--- src/rtl/ef_decoder.sv ---
// EF up/down counter decoder: recovers E/F from successive 2-bit state codes,
// tracks net position and saturating move count, and flags illegal jumps.
module ef_decoder #(
  parameter int POS_W = 8
) (
  input  logic             clk,
  input  logic             reset,
  input  logic [1:0]       present,
  input  logic             clr_err,
  output logic             e_out,
  output logic             f_out,
  output logic             valid,
  output logic             step_err,
  output logic             err_sticky,
  output logic [POS_W-1:0] position,
  output logic [POS_W-1:0] moves
);

  typedef enum logic [1:0] {
    ACQUIRE = 2'd0,
    TRACK   = 2'd1,
    FAULT   = 2'd2
  } state_t;

  state_t           r_state;
  logic [1:0]       r_prev;
  logic [1:0]       r_legal_cnt;
  logic             r_e;
  logic             r_f;
  logic             r_valid;
  logic             r_step_err;
  logic             r_err_sticky;
  logic [POS_W-1:0] r_position;
  logic [POS_W-1:0] r_moves;

  logic [1:0]       w_delta;
  logic             w_move;
  logic             w_up;
  logic             w_illegal;
  logic [POS_W-1:0] w_pos_next;
  logic [POS_W-1:0] w_moves_next;

  // delta is the modulo-4 distance travelled since the previous sample.
  always_comb begin
    w_delta      = present - r_prev;
    w_move       = w_delta[0];
    w_up         = (w_delta == 2'd1);
    w_illegal    = (w_delta == 2'd2);
    w_pos_next   = w_up ? r_position + POS_W'(1) : r_position - POS_W'(1);
    w_moves_next = (&r_moves) ? r_moves : r_moves + POS_W'(1);
  end

  always_ff @(posedge clk) begin
    if (reset) begin
      r_state      <= ACQUIRE;
      r_prev       <= 2'b00;
      r_legal_cnt  <= 2'd0;
      r_e          <= 1'b0;
      r_f          <= 1'b0;
      r_valid      <= 1'b0;
      r_step_err   <= 1'b0;
      r_err_sticky <= 1'b0;
      r_position   <= '0;
      r_moves      <= '0;
    end else begin
      r_prev     <= present;
      r_step_err <= 1'b0;
      // NOTE: non-blocking assignments resolve last-write-wins, so the set of
      // err_sticky in the illegal branches below overrides this clear.
      if (clr_err) r_err_sticky <= 1'b0;

      case (r_state)
        ACQUIRE: begin
          r_e     <= 1'b0;
          r_state <= TRACK;
          r_valid <= 1'b1;
        end

        TRACK: begin
          if (w_illegal) begin
            r_e          <= 1'b0;
            r_step_err   <= 1'b1;
            r_err_sticky <= 1'b1;
            r_legal_cnt  <= 2'd0;
            r_state      <= FAULT;
            r_valid      <= 1'b0;
          end else begin
            r_e <= w_move;
            if (w_move) begin
              r_f        <= w_up;
              r_position <= w_pos_next;
              r_moves    <= w_moves_next;
            end
          end
        end

        FAULT: begin
          if (w_illegal) begin
            r_e          <= 1'b0;
            r_step_err   <= 1'b1;
            r_err_sticky <= 1'b1;
            r_legal_cnt  <= 2'd0;
          end else begin
            r_e <= w_move;
            if (w_move) r_f <= w_up;
            // Second consecutive legal sample re-enters TRACK and counts this step.
            if (r_legal_cnt == 2'd1) begin
              r_legal_cnt <= 2'd0;
              r_state     <= TRACK;
              r_valid     <= 1'b1;
              if (w_move) begin
                r_position <= w_pos_next;
                r_moves    <= w_moves_next;
              end
            end else begin
              r_legal_cnt <= r_legal_cnt + 2'd1;
            end
          end
        end

        default: begin
          r_e     <= 1'b0;
          r_state <= ACQUIRE;
          r_valid <= 1'b0;
        end
      endcase
    end
  end

  assign e_out      = r_e;
  assign f_out      = r_f;
  assign valid      = r_valid;
  assign step_err   = r_step_err;
  assign err_sticky = r_err_sticky;
  assign position   = r_position;
  assign moves      = r_moves;

endmodule

--- config.mk ---
export PLATFORM = sky130hd
export DESIGN_NAME = ef_decoder
export DESIGN_NICKNAME = d
export VERILOG_FILES = /design/src/rtl/ef_decoder.sv
export SDC_FILE = /design/constraint.sdc
export NUM_CORES = 1
export LEC_CHECK = 0
export ABC_AREA = 0
export ABC_CLOCK_PERIOD_IN_PS = 3400
export CAP_MARGIN = 20
export CORE_UTILIZATION = 35
export CTS_CLUSTER_DIAMETER = 120
export CTS_CLUSTER_SIZE = 14
export DETAILED_ROUTE_END_ITERATION = 12
export PLACE_DENSITY = 0.59
export SLEW_MARGIN = 15
export SYNTH_ARGS = -nofsm -noshare
export SYNTH_HDL_FRONTEND = slang
export SYNTH_SLANG_ARGS = --single-unit
export TNS_END_PERCENT = 50
--- constraint.sdc ---
create_clock -name clk -period 3.4 [get_ports clk]
set_input_delay 1.02 -clock clk [delete_from_list [all_inputs] [get_ports clk]]
set_output_delay 1.02 -clock clk [all_outputs]
set_load 0.02 [all_outputs]
==> metrics.log, run 1 <==
[metrics] Peak supply drop: 0.3550 mV
[metrics] Cells after Synth: 150
[metrics] final wirelength: 2.942 mm
[metrics] master of the slowest instance on the critical path: clkdlybuf4s50_1
[metrics] data arrival time of the worst path: 3.37 ns
[metrics] synth-to-layout area growth: 32.44%
[metrics] number of cells in the design after placement: 234
[metrics] clock sink total: 26
[metrics] largest net degree at the start of global routing: 14
[metrics] clock buffers created by TritonCTS: 3
[metrics] critical path class: input pin to flop
[metrics] root buffer cell: clkbuf_8
[metrics] H-tree levels: 1
[metrics] f_max: 0.3114 GHz
[metrics] initial antenna violation count: 0
[metrics] post-layout total power: 0.001035 W
[metrics] buffers from clock root to sink, at most: 2
[metrics] ant diodes: 0
[metrics] DRC errors left: 0
[metrics] delay of the slowest critical-path stage: 0.45 ns
[metrics] Final Slew Violations: 0
[metrics] count of different cell masters after synthesis: 39
[metrics] Worst Path Max Fanout: 6
[metrics] # nets final: 208
[metrics] Max Cap Violations: 0
[metrics] leakage power figure: 0.7537 nW
[metrics] sequence of cells on the critical path: clkdlybuf4s50_1 -> inv_1 -> ha_1 -> xor3_1 -> nor2_2 -> inv_2 -> ha_1 -> a211oi_1 -> o211ai_1 -> and4_1 -> o21ai_1 -> o31ai_1
[metrics] CP Data Required Time: 3.55 ns
[metrics] vias: 1165
[metrics] row count: 22
[metrics] TritonRoute pass-1 iters: 4
[metrics] most used cell, CP: ha_1
[metrics] remaining global-route overflow: 0
[metrics] Initial Utilization: 37.33%
[metrics] Net Count, Synth: 167
[metrics] Iter 0 DRT Violations: 67
[metrics] Setup-failing EPs final: 0
[metrics] HPWL after DPL: 2.262 mm
[metrics] period utilisation layout: 94.45%
[metrics] post-synthesis area per instance: 9.384 sq um
[metrics] CP startpoint kind: input pin
[metrics] count of buffers from port buffering: 25
[metrics] total standard cell area after synthesis: 0.001408 sq mm
[metrics] outcome: finished clean
[metrics] min cycle time layout: 3.211 ns
[metrics] die width: 65.42 microns
[metrics] overall routing resource usage: 15.65%
[metrics] minimum setup slack in the final design: 0.1888 ns
[metrics] most common cell after layout, fill and taps aside: dfxtp_1
[metrics] remaining max-slew budget at the tightest pin: 60.24%
[metrics] nature of the critical path endpoint: flop
[metrics] number of flip-flops and latches in the synthesized netlist: 26
[metrics] TritonCTS clock tree: yes
[metrics] clock tree skew after final layout: 0.007650 ns
[metrics] area of the placeable core: 0.003771 sq mm
[metrics] number of antenna-violating nets in the routed design: 0
[metrics] vias in the first global route: 1137
[metrics] setup repair after global routing missed its margin: false
[metrics] wire length of the first global-routing pass: 5.099 mm
[metrics] top library cells by usage in the layout, fill and taps aside: dfxtp_1, clkdlybuf4s50_1, nor2_1, buf_4, ha_1
[metrics] clock latency on the worst-skew pair: 0.27 ns
[metrics] WL per Instance: 12.41 microns
[metrics] Setup Fix Bufs, Post-CTS: 0
[metrics] worst hold path type: flop to flop
[metrics] IO Pins: 26
[metrics] Tightest Pin Transition: 0.5901 ns
[metrics] floorplan die height: 65.42 microns
[metrics] share of final-layout standard cells stronger than drive strength 1: 15.87%
[metrics] final core utilization: 49.44%
[metrics] Final Instance Count excl. Fillers: 237
[metrics] sequential area share after synthesis: 36.98%
[metrics] number of warnings issued by yosys: 0
[metrics] area of the die: 0.004279 sq mm
[metrics] final hold vios: 0
[metrics] pre-CTS setup slack: -0.2115 ns
[metrics] CTS Hold Buffers Added: 0
[metrics] Vias per Instance: 4.916
[metrics] clock input transition at the sequential cells of the worst setup and hold paths: 0.08 ns
[metrics] PwrDens: 555.3 mW/mm^2
[metrics] Final Wtd Congestion: 0.8646
-- per-stage QoR --
step	hold WS, ns	setup TNS [ns]	instance area (sq um)
after floorplan	0.4758	0	1408
after global placement	0.4752	-0.3424	1812
after detailed placement	0.4798	-0.5710	1812
after CTS	0.4951	0	1853
after global routing	0.5184	0	1864
final	0.4900	0	1864
-- layout make-up --
| cell class | count | area [sq um] |
|---|---|---|
| sequential | 26 | 520.5 |
| multi-input combinational | 112 | 853.3 |
| tap | 48 | 60.06 |
| clock buffer | 3 | 41.29 |
| fill | 340 | 1907 |
| inverter | 9 | 33.78 |
| timing repair buffer | 39 | 355.3 |
-- synthesized netlist by cell type (all sizes together) --
master  count  area [sq um]
a211oi      6         45.04
mux2i       5         50.05
nand2b      3         21.27
o211ai      2         15.01
nand3b      1         7.510
a221oi      2         41.29
xnor2       6         52.55
o21ai       7         35.03
and4        2         17.52
and3b       1         8.760
nor2       21         78.83
nand2       7         28.78
inv         9         33.78
fa          1         20.02
nor4b       1         8.760
dfxtp      26         520.5
xor2        6         52.55
o31ai       1         7.510
a21o        3         22.52
nor2b       2         12.51
ha         11         137.6
nand4       3         18.77
clkbuf      3         11.26
o311ai      1         8.760
and2        1         6.260
and3        3         18.77
nor3b       1         12.51
xor3        1         23.77
a31oi       1         6.260
and2b       1         8.760
nand3       4         20.02
a31o        1         8.760
a21oi       7         46.30
-- what timing repair did --
| item | 4_1_cts | 5_1_grt |
|---|---|---|
| gates resized for setup | 0 | 4 |
| setup endpoints to repair | 0 | 2 |
| endpoints found under the hold margin | 0 | 0 |
-- worst max-delay path, delay by kind of cell --
| kind | cells | cell delay (ns) |
|---|---|---|
| XOR/XNOR | 1 | 0.21 |
| AO/OA/AOI/OAI | 4 | 0.67 |
| AND/OR/NAND/NOR | 2 | 0.39 |
| adder cells (fa/ha/maj) | 2 | 0.49 |
| buffers and inverters | 3 | 0.59 |
-- state kept, by name, indices dropped and copies added, names as in the netlist --
register / cells
f_out: 1
err_sticky: 1
moves: 8
r_state: 2
r_legal_cnt: 2
position: 8
e_out: 1
r_prev: 2
step_err: 1
-- layer usage --
layer | GRT usage, % | share of wire (%) | routed length, microns | vias up
met5 | 0 | 0 | 0 | -
met3 | 4.688 | 3.7 | 108 | 4
met4 | 3.804 | 1.2 | 36 | 0
met1 | 19.98 | 48 | 1421 | 530
met2 | 25.64 | 47 | 1376 | 20
li1 | - | - | - | 611
-- report_power, final --
group / switching (W) / leakage [nW] / internal [W]
combinational: 0.000243 / 0.520 / 0.000238
sequential: 0.0000390 / 0.212 / 0.000344
clock: 0.0000917 / 0.0216 / 0.0000793
total: 0.000373 / 0.754 / 0.000662
-- path summary, 6_finish.rpt --
kind,slack (ns),start,end,depth (start not counted)
worst min-delay path,0.49,position[7],position[7],2
worst min register to register,0.49,position[7],position[7],2
worst max-delay path,0.19,present[0],position[7],12
worst max register to register,1.12,r_prev[1],position[7],9
-- logic make-up after synthesis --
group	count (synthesis)	synth area share [%]
multiplexers	5	3.556
flip-flops	26	36.98
XOR/XNOR	13	9.155
adder cells (fa/ha/maj)	12	11.20
buffers and inverters	12	3.200
AND/OR/NAND/NOR	51	19.11
AO/OA/AOI/OAI	31	16.80
Power figures use the tool's default switching activity.
==> run 2: changes to the inputs <==
--- a/config.mk
+++ b/config.mk
@@ -8,11 +8,11 @@
 export ABC_AREA = 0
 export ABC_CLOCK_PERIOD_IN_PS = 3400
 export CAP_MARGIN = 20
-export CORE_UTILIZATION = 35
+export CORE_UTILIZATION = 45
 export CTS_CLUSTER_DIAMETER = 120
 export CTS_CLUSTER_SIZE = 14
 export DETAILED_ROUTE_END_ITERATION = 12
-export PLACE_DENSITY = 0.59
+export PLACE_DENSITY = 0.72
 export SLEW_MARGIN = 15
 export SYNTH_ARGS = -nofsm -noshare
 export SYNTH_HDL_FRONTEND = slang
==> run 2 against run 1 <==
Net effect: the run now ends with design-rule violations left; wire length down 0.10%; first-iteration DRC count down 64%; setup slack worse by 0.044 ns; worst hold slack better by 0.013 ns; maximum frequency down 1.4%; combinational power down 1%; global-route usage up 3.1 points; cell count down 8.0%; clock power down 6%; critical path depth down 1; clock skew down 0.0064 ns; critical path type unchanged; largest power group unchanged.
==> metrics.log, run 2 (synthesized netlist as in run 1, its figures left out) <==
[metrics] largest net degree at the start of global routing: 18 (was 14)
[metrics] sequence of cells on the critical path: clkdlybuf4s50_1 -> inv_1 -> ha_1 -> xor3_1 -> nor2_1 -> inv_1 -> fa_1 -> a21o_1 -> a21oi_1 -> o21ai_0 -> o311ai_1 (was clkdlybuf4s50_1 -> inv_1 -> ha_1 -> xor3_1 -> nor2_2 -> inv_2 -> ha_1 -> a211oi_1 -> o211ai_1 -> and4_1 -> o21ai_1 -> o31ai_1)
[metrics] Setup Fix Bufs, Post-CTS: 0 (unchanged)
[metrics] setup repair after global routing missed its margin: false (unchanged)
[metrics] synth-to-layout area growth: 28.89% (was 32.44%)
[metrics] CTS Hold Buffers Added: 0 (unchanged)
[metrics] Final Instance Count excl. Fillers: 218 (was 237)
[metrics] wire length of the first global-routing pass: 4.857 mm (was 5.099 mm)
[metrics] PwrDens: 562.0 mW/mm^2 (was 555.3 mW/mm^2)
[metrics] Iter 0 DRT Violations: 24 (was 67)
[metrics] remaining global-route overflow: 0 (unchanged)
[metrics] Vias per Instance: 5.491 (was 4.916)
[metrics] CP startpoint kind: input pin (unchanged)
[metrics] period utilisation layout: 95.74% (was 94.45%)
[metrics] Peak supply drop: 0.4875 mV (was 0.3550 mV)
[metrics] vias in the first global route: 1169 (was 1137)
[metrics] buffers from clock root to sink, at most: 2 (unchanged)
[metrics] clock input transition at the sequential cells of the worst setup and hold paths: 0.14 ns (was 0.08 ns)
[metrics] # nets final: 205 (was 208)
[metrics] area of the die: 0.003356 sq mm (was 0.004279 sq mm)
[metrics] area of the placeable core: 0.002853 sq mm (was 0.003771 sq mm)
[metrics] root buffer cell: clkbuf_4 (was clkbuf_8)
[metrics] Crit path max-delay family: compound AO/OA/AOI/OAI gates (unchanged)
[metrics] Tightest Pin Transition: 0.6177 ns (was 0.5901 ns)
[metrics] clock tree skew after final layout: 0.001284 ns (was 0.007650 ns)
[metrics] Max Cap Violations: 0 (unchanged)
[metrics] min cycle time layout: 3.255 ns (was 3.211 ns)
[metrics] WL per Instance: 13.48 microns (was 12.41 microns)
[metrics] H-tree levels: 1 (unchanged)
[metrics] post-layout total power: 0.001020 W (was 0.001035 W)
[metrics] DRC errors left: 1 (was 0)
[metrics] final hold vios: 0 (unchanged)
[metrics] number of cells in the design after placement: 214 (was 234)
[metrics] Bufs and invs on worst path: 3 (unchanged)
[metrics] total cell area at the placement stage: 0.001768 sq mm (was 0.001812 sq mm)
[metrics] post-CTS sizing: 0 (unchanged)
[metrics] HPWL after DPL: 2.285 mm (was 2.262 mm)
[metrics] master of the slowest instance on the critical path: clkdlybuf4s50_1 (unchanged)
[metrics] leakage power figure: 0.7401 nW (was 0.7537 nW)
[metrics] f_max: 0.3072 GHz (was 0.3114 GHz)
[metrics] remaining max-slew budget at the tightest pin: 58.38% (was 60.24%)
[metrics] violations in the final reports: design-rule violations
[metrics] data arrival time of the worst path: 3.50 ns (was 3.37 ns)
[metrics] Setup-failing EPs final: 0 (unchanged)
[metrics] number of antenna-violating nets in the routed design: 0 (unchanged)
[metrics] overall routing resource usage: 18.80% (was 15.65%)
[metrics] final wirelength: 2.939 mm (was 2.942 mm)
[metrics] IO Pins: 26 (unchanged)
[metrics] critical path class: input pin to flop (unchanged)
[metrics] row count: 19 (was 22)
[metrics] most used cell, CP: inv_1 (was ha_1)
[metrics] clock buffers created by TritonCTS: 3 (unchanged)
[metrics] clock sink total: 26 (unchanged)
[metrics] count of buffers from port buffering: 25 (unchanged)
[metrics] initial antenna violation count: 0 (unchanged)
[metrics] ant diodes: 0 (unchanged)
[metrics] vias: 1197 (was 1165)
[metrics] TritonRoute pass-1 iters: 8 (was 4)
[metrics] final design area excluding fillers: 0.001814 sq mm (was 0.001864 sq mm)
[metrics] clock latency on the worst-skew pair: 0.33 ns (was 0.27 ns)
[metrics] die width: 57.93 microns (was 65.42 microns)
[metrics] outcome: finished, violations left (was finished clean)
[metrics] CP Data Required Time: 3.64 ns (was 3.55 ns)
[metrics] Final Wtd Congestion: 0.8042 (was 0.8646)
[metrics] most common cell after layout, fill and taps aside: dfxtp_1 (unchanged)
[metrics] Final Slew Violations: 0 (unchanged)
[metrics] delay of the slowest critical-path stage: 0.45 ns (about the same)
[metrics] share of final-layout standard cells stronger than drive strength 1: 13.90% (was 15.87%)
[metrics] TritonCTS clock tree: yes (unchanged)
[metrics] Worst Path Max Fanout: 6 (unchanged)
[metrics] nature of the critical path endpoint: flop (unchanged)
[metrics] top library cells by usage in the layout, fill and taps aside: dfxtp_1, clkdlybuf4s50_1, nor2_1, ha_1, buf_4 (was dfxtp_1, clkdlybuf4s50_1, nor2_1, buf_4, ha_1)
[metrics] floorplan die height: 57.93 microns (was 65.42 microns)
[metrics] worst hold path type: flop to flop (unchanged)
[metrics] Initial Utilization: 49.34% (was 37.33%)
run 2: path summary, 6_finish.rpt:
check,from,cells after the start,slack (ns),end
setup / recovery,present[0],11,0.14,position[6]
hold / removal,position[7],2,0.50,position[7]
setup reg to reg,r_prev[1],8,0.98,position[6]
hold reg to reg,position[7],2,0.50,position[7]
run 2: layout make-up:
class / instances / area [sq um]
Inverter: 9 / 33.78
Fill cell: 246 / 1039
Tap cell: 31 / 38.79
Multi-Input combinational cell: 112 / 852.1
Sequential cell: 26 / 520.5
Clock buffer: 4 / 36.28
Timing Repair Buffer: 36 / 332.8
run 2: worst reg2reg max path: stages (launching register included):
cell      delay, ns
dfxtp_1        0.34
xor3_1         0.41
nor2_1         0.16
inv_1          0.16
fa_1           0.41
a21o_1         0.17
a21oi_1        0.21
o21ai_0        0.17
o311ai_1       0.31
run 2: routing by layer:
layer  track usage (%)  wire (microns)  vias to the layer above
met4             5.442              42                        0
met2             34.48            1498                       21
li1                  -               -                      604
met3             4.911              98                        7
met1             21.29            1299                      565
met5                 0               0                        -
run 2: report_power, final:
group	internal, W	switching (W)	total [W]
clock network	0.0000657	0.0000952	0.000161
logic	0.000232	0.000244	0.000476
registers	0.000344	0.0000384	0.000383
run 2: per-stage QoR:
step	util (%)	setup TNS (ns)	setup slack (ns)	hold WS (ns)
after global placement	61.97	-0.1828	-0.07675	0.4697
after global routing	63.60	0	0.03198	0.5417
after detailed placement	61.97	-0.5487	-0.2083	0.4832
final	63.60	0	0.1447	0.5028
after CTS	63.25	0	0.1436	0.5053
after floorplan	-	0	0.4009	0.4758
==> run 3: changes to the inputs <==
--- a/config.mk
+++ b/config.mk
@@ -8,11 +8,14 @@
 export ABC_AREA = 0
 export ABC_CLOCK_PERIOD_IN_PS = 3400
 export CAP_MARGIN = 20
-export CORE_UTILIZATION = 45
-export CTS_CLUSTER_DIAMETER = 120
+export CELL_PAD_IN_SITES_DETAIL_PLACEMENT = 1
+export CELL_PAD_IN_SITES_GLOBAL_PLACEMENT = 1
+export CORE_ASPECT_RATIO = 1.1
+export CORE_UTILIZATION = 39
+export CTS_CLUSTER_DIAMETER = 150
 export CTS_CLUSTER_SIZE = 14
 export DETAILED_ROUTE_END_ITERATION = 12
-export PLACE_DENSITY = 0.72
+export PLACE_DENSITY = 0.8
 export SLEW_MARGIN = 15
 export SYNTH_ARGS = -nofsm -noshare
 export SYNTH_HDL_FRONTEND = slang
==> run 3 against run 2 <==
Net effect: the flow now finishes without violations; utilization is 9.3 points lower; sequential share of layout area down 0.37 points; combinational power rose by 4.6%; via count grew 2.0%; cell count increased by 7.8%; global-route usage increased by 0.37 points; final area grew 1.3%; largest cell class unchanged; highest routed layer unchanged.
==> metrics.log, run 3 (synthesized netlist as in run 1, its figures left out) <==
[metrics] Max Cap Violations: 0 (unchanged)
[metrics] top library cells by usage in the layout, fill and taps aside: dfxtp_1, clkdlybuf4s50_1, nor2_1, ha_1, buf_4 (unchanged)
[metrics] setup repair after global routing missed its margin: true (was false)
[metrics] synth-to-layout area growth: 30.58% (was 28.89%)
[metrics] count of buffers from port buffering: 25 (unchanged)
[metrics] outcome: finished clean (was finished, violations left)
[metrics] highest layer used for signal routing: met4 (unchanged)
[metrics] worst hold path type: flop to flop (unchanged)
[metrics] floorplan die height: 65.01 microns (was 57.93 microns)
[metrics] buffers from clock root to sink, at most: 2 (unchanged)
[metrics] initial antenna violation count: 0 (unchanged)
[metrics] Final Slew Violations: 0 (unchanged)
[metrics] Initial Utilization: 41.57% (was 49.34%)
[metrics] wire length of the first global-routing pass: 5.602 mm (was 4.857 mm)
[metrics] clock latency on the worst-skew pair: 0.34 ns (was 0.33 ns)
[metrics] number of antenna-violating nets in the routed design: 0 (unchanged)
[metrics] combinational fraction of design power: 47.6% (was 46.7%)
[metrics] nature of the critical path endpoint: flop (unchanged)
[metrics] die width: 59.28 microns (was 57.93 microns)
[metrics] PwrDens: 570.3 mW/mm^2 (was 562.0 mW/mm^2)
[metrics] period utilisation layout: 95.82% (was 95.74%)
[metrics] pre-CTS setup slack: -0.2744 ns (was -0.2083 ns)
[metrics] CP startpoint kind: input pin (unchanged)
[metrics] Filler Cells Inserted: 400 (was 246)
[metrics] Worst Path Max Fanout: 6 (unchanged)
[metrics] worst hold slack: 0.4989 ns (was 0.5028 ns)
[metrics] data arrival time of the worst path: 3.52 ns (was 3.50 ns)
[metrics] minimum setup slack in the final design: 0.1422 ns (was 0.1447 ns)
[metrics] sum of met2 wire segment lengths after detailed routing: 1.743 mm (was 1.498 mm)
[metrics] critical path class: input pin to flop (unchanged)
[metrics] Pint: 0.0006470 W (was 0.0006419 W)
[metrics] IO Pins: 26 (unchanged)
[metrics] final wirelength: 3.413 mm (was 2.939 mm)
[metrics] final hold vios: 0 (unchanged)
[metrics] ant diodes: 0 (unchanged)
[metrics] share of total power in sequential cells: 36.5% (was 37.5%)
[metrics] remaining max-slew budget at the tightest pin: 62.28% (was 58.38%)
[metrics] detailed-route wire length on metal 1: 1.520 mm (was 1.299 mm)
[metrics] Iter 0 DRT Violations: 35 (was 24)
[metrics] clock sink total: 26 (unchanged)
[metrics] TritonRoute pass-1 iters: 4 (was 8)
[metrics] CP Data Required Time: 3.67 ns (was 3.64 ns)
[metrics] most common cell after layout, fill and taps aside: dfxtp_1 (unchanged)
[metrics] overall routing resource usage: 19.17% (was 18.80%)
[metrics] leakage power figure: 0.7391 nW (was 0.7401 nW)
[metrics] largest net degree at the start of global routing: 21 (was 18)
[metrics] CTS Hold Buffers Added: 0 (unchanged)
[metrics] clock buffers created by TritonCTS: 3 (unchanged)
[metrics] area of the die: 0.003854 sq mm (was 0.003356 sq mm)
[metrics] post-CTS sizing: 0 (unchanged)
[metrics] area of the placeable core: 0.003386 sq mm (was 0.002853 sq mm)
[metrics] root buffer cell: clkbuf_4 (unchanged)
[metrics] vias: 1221 (was 1197)
[metrics] net switching fraction of the power: 38.27% (was 37.05%)
[metrics] min cycle time layout: 3.258 ns (was 3.255 ns)
[metrics] Psw: 0.0004012 W (was 0.0003778 W)
[metrics] WL per Instance: 14.52 microns (was 13.48 microns)
[metrics] TritonCTS clock tree: yes (unchanged)
[metrics] Vias per Instance: 5.196 (was 5.491)
[metrics] # nets final: 205 (unchanged)
[metrics] clock network power share: 16.0% (was 15.8%)
[metrics] Setup Fix Bufs, Post-CTS: 0 (unchanged)
[metrics] Peak supply drop: 0.2375 mV (was 0.4875 mV)
[metrics] vias in the first global route: 1232 (was 1169)
[metrics] Tightest Pin Transition: 0.5599 ns (was 0.6177 ns)
[metrics] clock input transition at the sequential cells of the worst setup and hold paths: 0.15 ns (was 0.14 ns)
[metrics] H-tree levels: 1 (unchanged)
[metrics] Setup-failing EPs final: 0 (unchanged)
[metrics] share of final-layout standard cells stronger than drive strength 1: 14.44% (was 13.90%)
[metrics] row count: 22 (was 19)
[metrics] DRC errors left: 0 (was 1)
[metrics] total cell area at the placement stage: 0.001789 sq mm (was 0.001768 sq mm)
[metrics] clock tree skew after final layout: 0.006964 ns (was 0.001284 ns)
[metrics] final design area excluding fillers: 0.001838 sq mm (was 0.001814 sq mm)
[metrics] Detail Route met3 WL: 88 microns (was 98 microns)
[metrics] HPWL after DPL: 2.609 mm (was 2.285 mm)
[metrics] f_max: 0.3070 GHz (was 0.3072 GHz)
[metrics] remaining global-route overflow: 0 (unchanged)
[metrics] Final Wtd Congestion: 0.8829 (was 0.8042)
-- run 3: cell counts in the layout (fill, tap and decap cells not counted) --
No cell type changed its count.
-- run 3: critical path: stages --
cell	delay [ns]
clkdlybuf4s50_1	0.46
inv_1	0.05
ha_1	0.19
xor3_1	0.22
nor2_2	0.16
inv_1	0.14
ha_1	0.34
a211oi_2	0.27
o211ai_1	0.17
and4_1	0.24
o31ai_1	0.25
-- run 3: per-layer routing --
layer / up-vias / track usage [%]
met5: - / 0
met4: 0 / 7.738
met3: 7 / 2.595
met2: 26 / 33.57
met1: 586 / 22.97
li1: 602 / -
-- run 3: final timing paths --
check,cells after the start,startpoint,to,slack [ns]
max,11,present[0],position[7],0.14
min,2,position[7],position[7],0.50
max reg2reg,8,r_prev[1],position[7],0.97
min reg2reg,2,position[7],position[7],0.50
-- run 3: layout make-up --
cell class / instances / area, sq um / area share [%]
sequential: 26 / 520.5 / 28.32
inverter: 9 / 33.78 / 1.838
multi-input combinational: 112 / 854.6 / 46.49
clock buffer: 4 / 36.28 / 1.974
tap: 48 / 60.06 / 3.268
timing repair buffer: 36 / 332.8 / 18.11
-- run 3: power groups by stage --
stage / Clock [W] / Sequential, W / Combinational [W]
floorplan: 0 / 0.000424 / 0.000265
global placement: 0 / 0.000386 / 0.000460
detailed placement: 0 / 0.000389 / 0.000487
CTS: 0.000172 / 0.000382 / 0.000490
global route: 0.000190 / 0.000389 / 0.000544
finish: 0.000167 / 0.000382 / 0.000498
-- run 3: per-stage QoR --
stage | std cells | utilization [%] | total power [W] | setup TNS [ns]
after floorplan | 150 | - | 0.0006884 | 0
after global placement | 231 | 52.85 | 0.0008459 | -0.2820
after detailed placement | 231 | 52.85 | 0.0008755 | -0.8084
after CTS | 235 | 53.92 | 0.001044 | 0
after global routing | 235 | 54.29 | 0.001123 | -0.03228
final | 235 | 54.29 | 0.001048 | 0
==> RTL change, RTL diff (config.mk and constraints of run 2) <==
`POS_W`: 8 -> 12.
--- a/src/rtl/ef_decoder.sv
+++ b/src/rtl/ef_decoder.sv
@@ -3,3 +3,3 @@
 module ef_decoder #(
-  parameter int POS_W = 8
+  parameter int POS_W = 12
 ) (
Interface: changed (resized moves and position); port bits go from 26 to 34. No check against the original RTL was run, so the function may have changed too.
==> RTL change against run 2 <==
  * Total power grew 66%
  * Combinational power grew 74%
  * Count of clock-buffer cells in the layout rose by 1
  * Clock skew is 0.0046 ns higher
  * Setup slack got worse by 0.019 ns
  * Sequential cell count is 8 higher
  * Area after synthesis up 41%
  * Wire length increased by 54%
  * Clock power grew 130%
  * Global-route usage increased by 1.8 points
  * Register-to-register slack got worse by 0.35 ns
  * Non-clock buffer count rose by 28
  * Cell area up 53%
  * Hold slack got worse by 0.029 ns
  * Highest routed layer unchanged
==> RTL change: results (changes against run 2) <==
| Metric | Value |
|---|---|
| Num CTS Buffers | 5 (was 3) |
| Nets@finish | 323 (was 205) |
| First-pass GRT wire length | 7245 um (was 4857 um) |
| P_leak | 1.124 nW (was 0.7401 nW) |
| Routed vias | 1,847 (was 1,197) |
| Via density | 5.262 (was 5.491) |
| Synth Area in Compound Gates | 15.88% (was 16.80%) |
| Area contributors post-synth | dfxtp_1, ha_1, a21oi_1 (was dfxtp_1, ha_1, nor2_1) |
| DR iter-0 viols | 102 (was 24) |
| M1 WL | 2169 um (was 1299 um) |
| Worst Path Arrival | 3.45 ns (was 3.50 ns) |
| Met2 Resource Use GR | 35.91% (was 34.48%) |
| GRT Resource Usage Total | 20.58% (was 18.80%) |
| Sw Share | 35.82% (was 37.05%) |
| Worst r2r path cells | 12 (was 8) |
| Mean Syn Cell Area | 8.347 um2 (was 9.384 um2) |
| Top cells by count, synth | dfxtp_1, nor2_1, nand2_1 (was dfxtp_1, nor2_1, ha_1) |
| Post-CTS resize count | 2 (was 0) |
| Hold EP | position[3]$_SDFFE_PP0P_ (was position[7]$_SDFFE_PP0P_) |
| Logic pwr share | 49.0% (was 46.7%) |
| Vias in the first global route | 1,700 (was 1,169) |
| WL/cell | 12.91 um (was 13.48 um) |
| Status | complete, no violations (was finished, violations left) |
| Post-DP HPWL | 3207 um (was 2285 um) |
| R2R Setup Slk | 0.63 ns (was 0.98 ns) |
| Peak VDD IR | 0.3829 mV (was 0.4875 mV) |
| Clock Skews | 0.005881 ns (was 0.001284 ns) |
| Critical path's slowest cell | xor3_2 (was clkdlybuf4s50_1) |
| Worst skew pair latency | 0.28 ns (was 0.33 ns) |
| Post-Synthesis Net Count | 260 (was 167) |
| I/O Buffers | 33 (was 25) |
| Synth unique cells | 47 (was 39) |
| Dpl cells | 340 (was 214) |
| Mux cell area share after synthesis | 0% (was 3.556%) |
| Hold_ws | 0.4742 ns (was 0.5028 ns) |
| Met3 wire length | 139 um (was 98 um) |
| M3 GR Usage | 4.667% (was 4.911%) |
| Post-Synth Adder-Cell Area | 11.76% (was 11.20%) |
| Synth Area in XOR/XNOR | 8.729% (was 9.156%) |
| Relative slew margins | 63.06% (was 58.38%) |
| Sequential area share after synthesis | 34.41% (was 36.98%) |
| CTS clk-pin slew, worst paths | 0.07 ns (was 0.14 ns) |
## RTL change: critical path, delay by kind of cell
family | cells | cell delay, ns
adders and majority gates | 2 | 0.47
buffers and inverters | 4 | 0.40
AOI/OAI and AO/OA | 4 | 0.79
and+or+nand+nor | 3 | 0.31
xor gates and xnor gates | 1 | 0.46
## RTL change: final cells by class
| class | count | area [um2] |
|---|---|---|
| fillers | 341 | 1340 |
| multi-input cells | 183 | 1309 |
| flip-flops and latches | 34 | 680.7 |
| repair buffers | 64 | 564.3 |
| clock buffers | 5 | 68.82 |
| well taps | 50 | 62.56 |
| inverters | 12 | 50.05 |
| clock inverters | 3 | 40.04 |
## RTL change: through the flow
stage               instance area (um2)  setup slack, ns
floorplan                          1978           0.1387
global placement                   2549          -0.3213
detailed placement                 2549          -0.3999
CTS                                2665         -0.01841
global route                       2775          0.03836
finish                             2775           0.1255
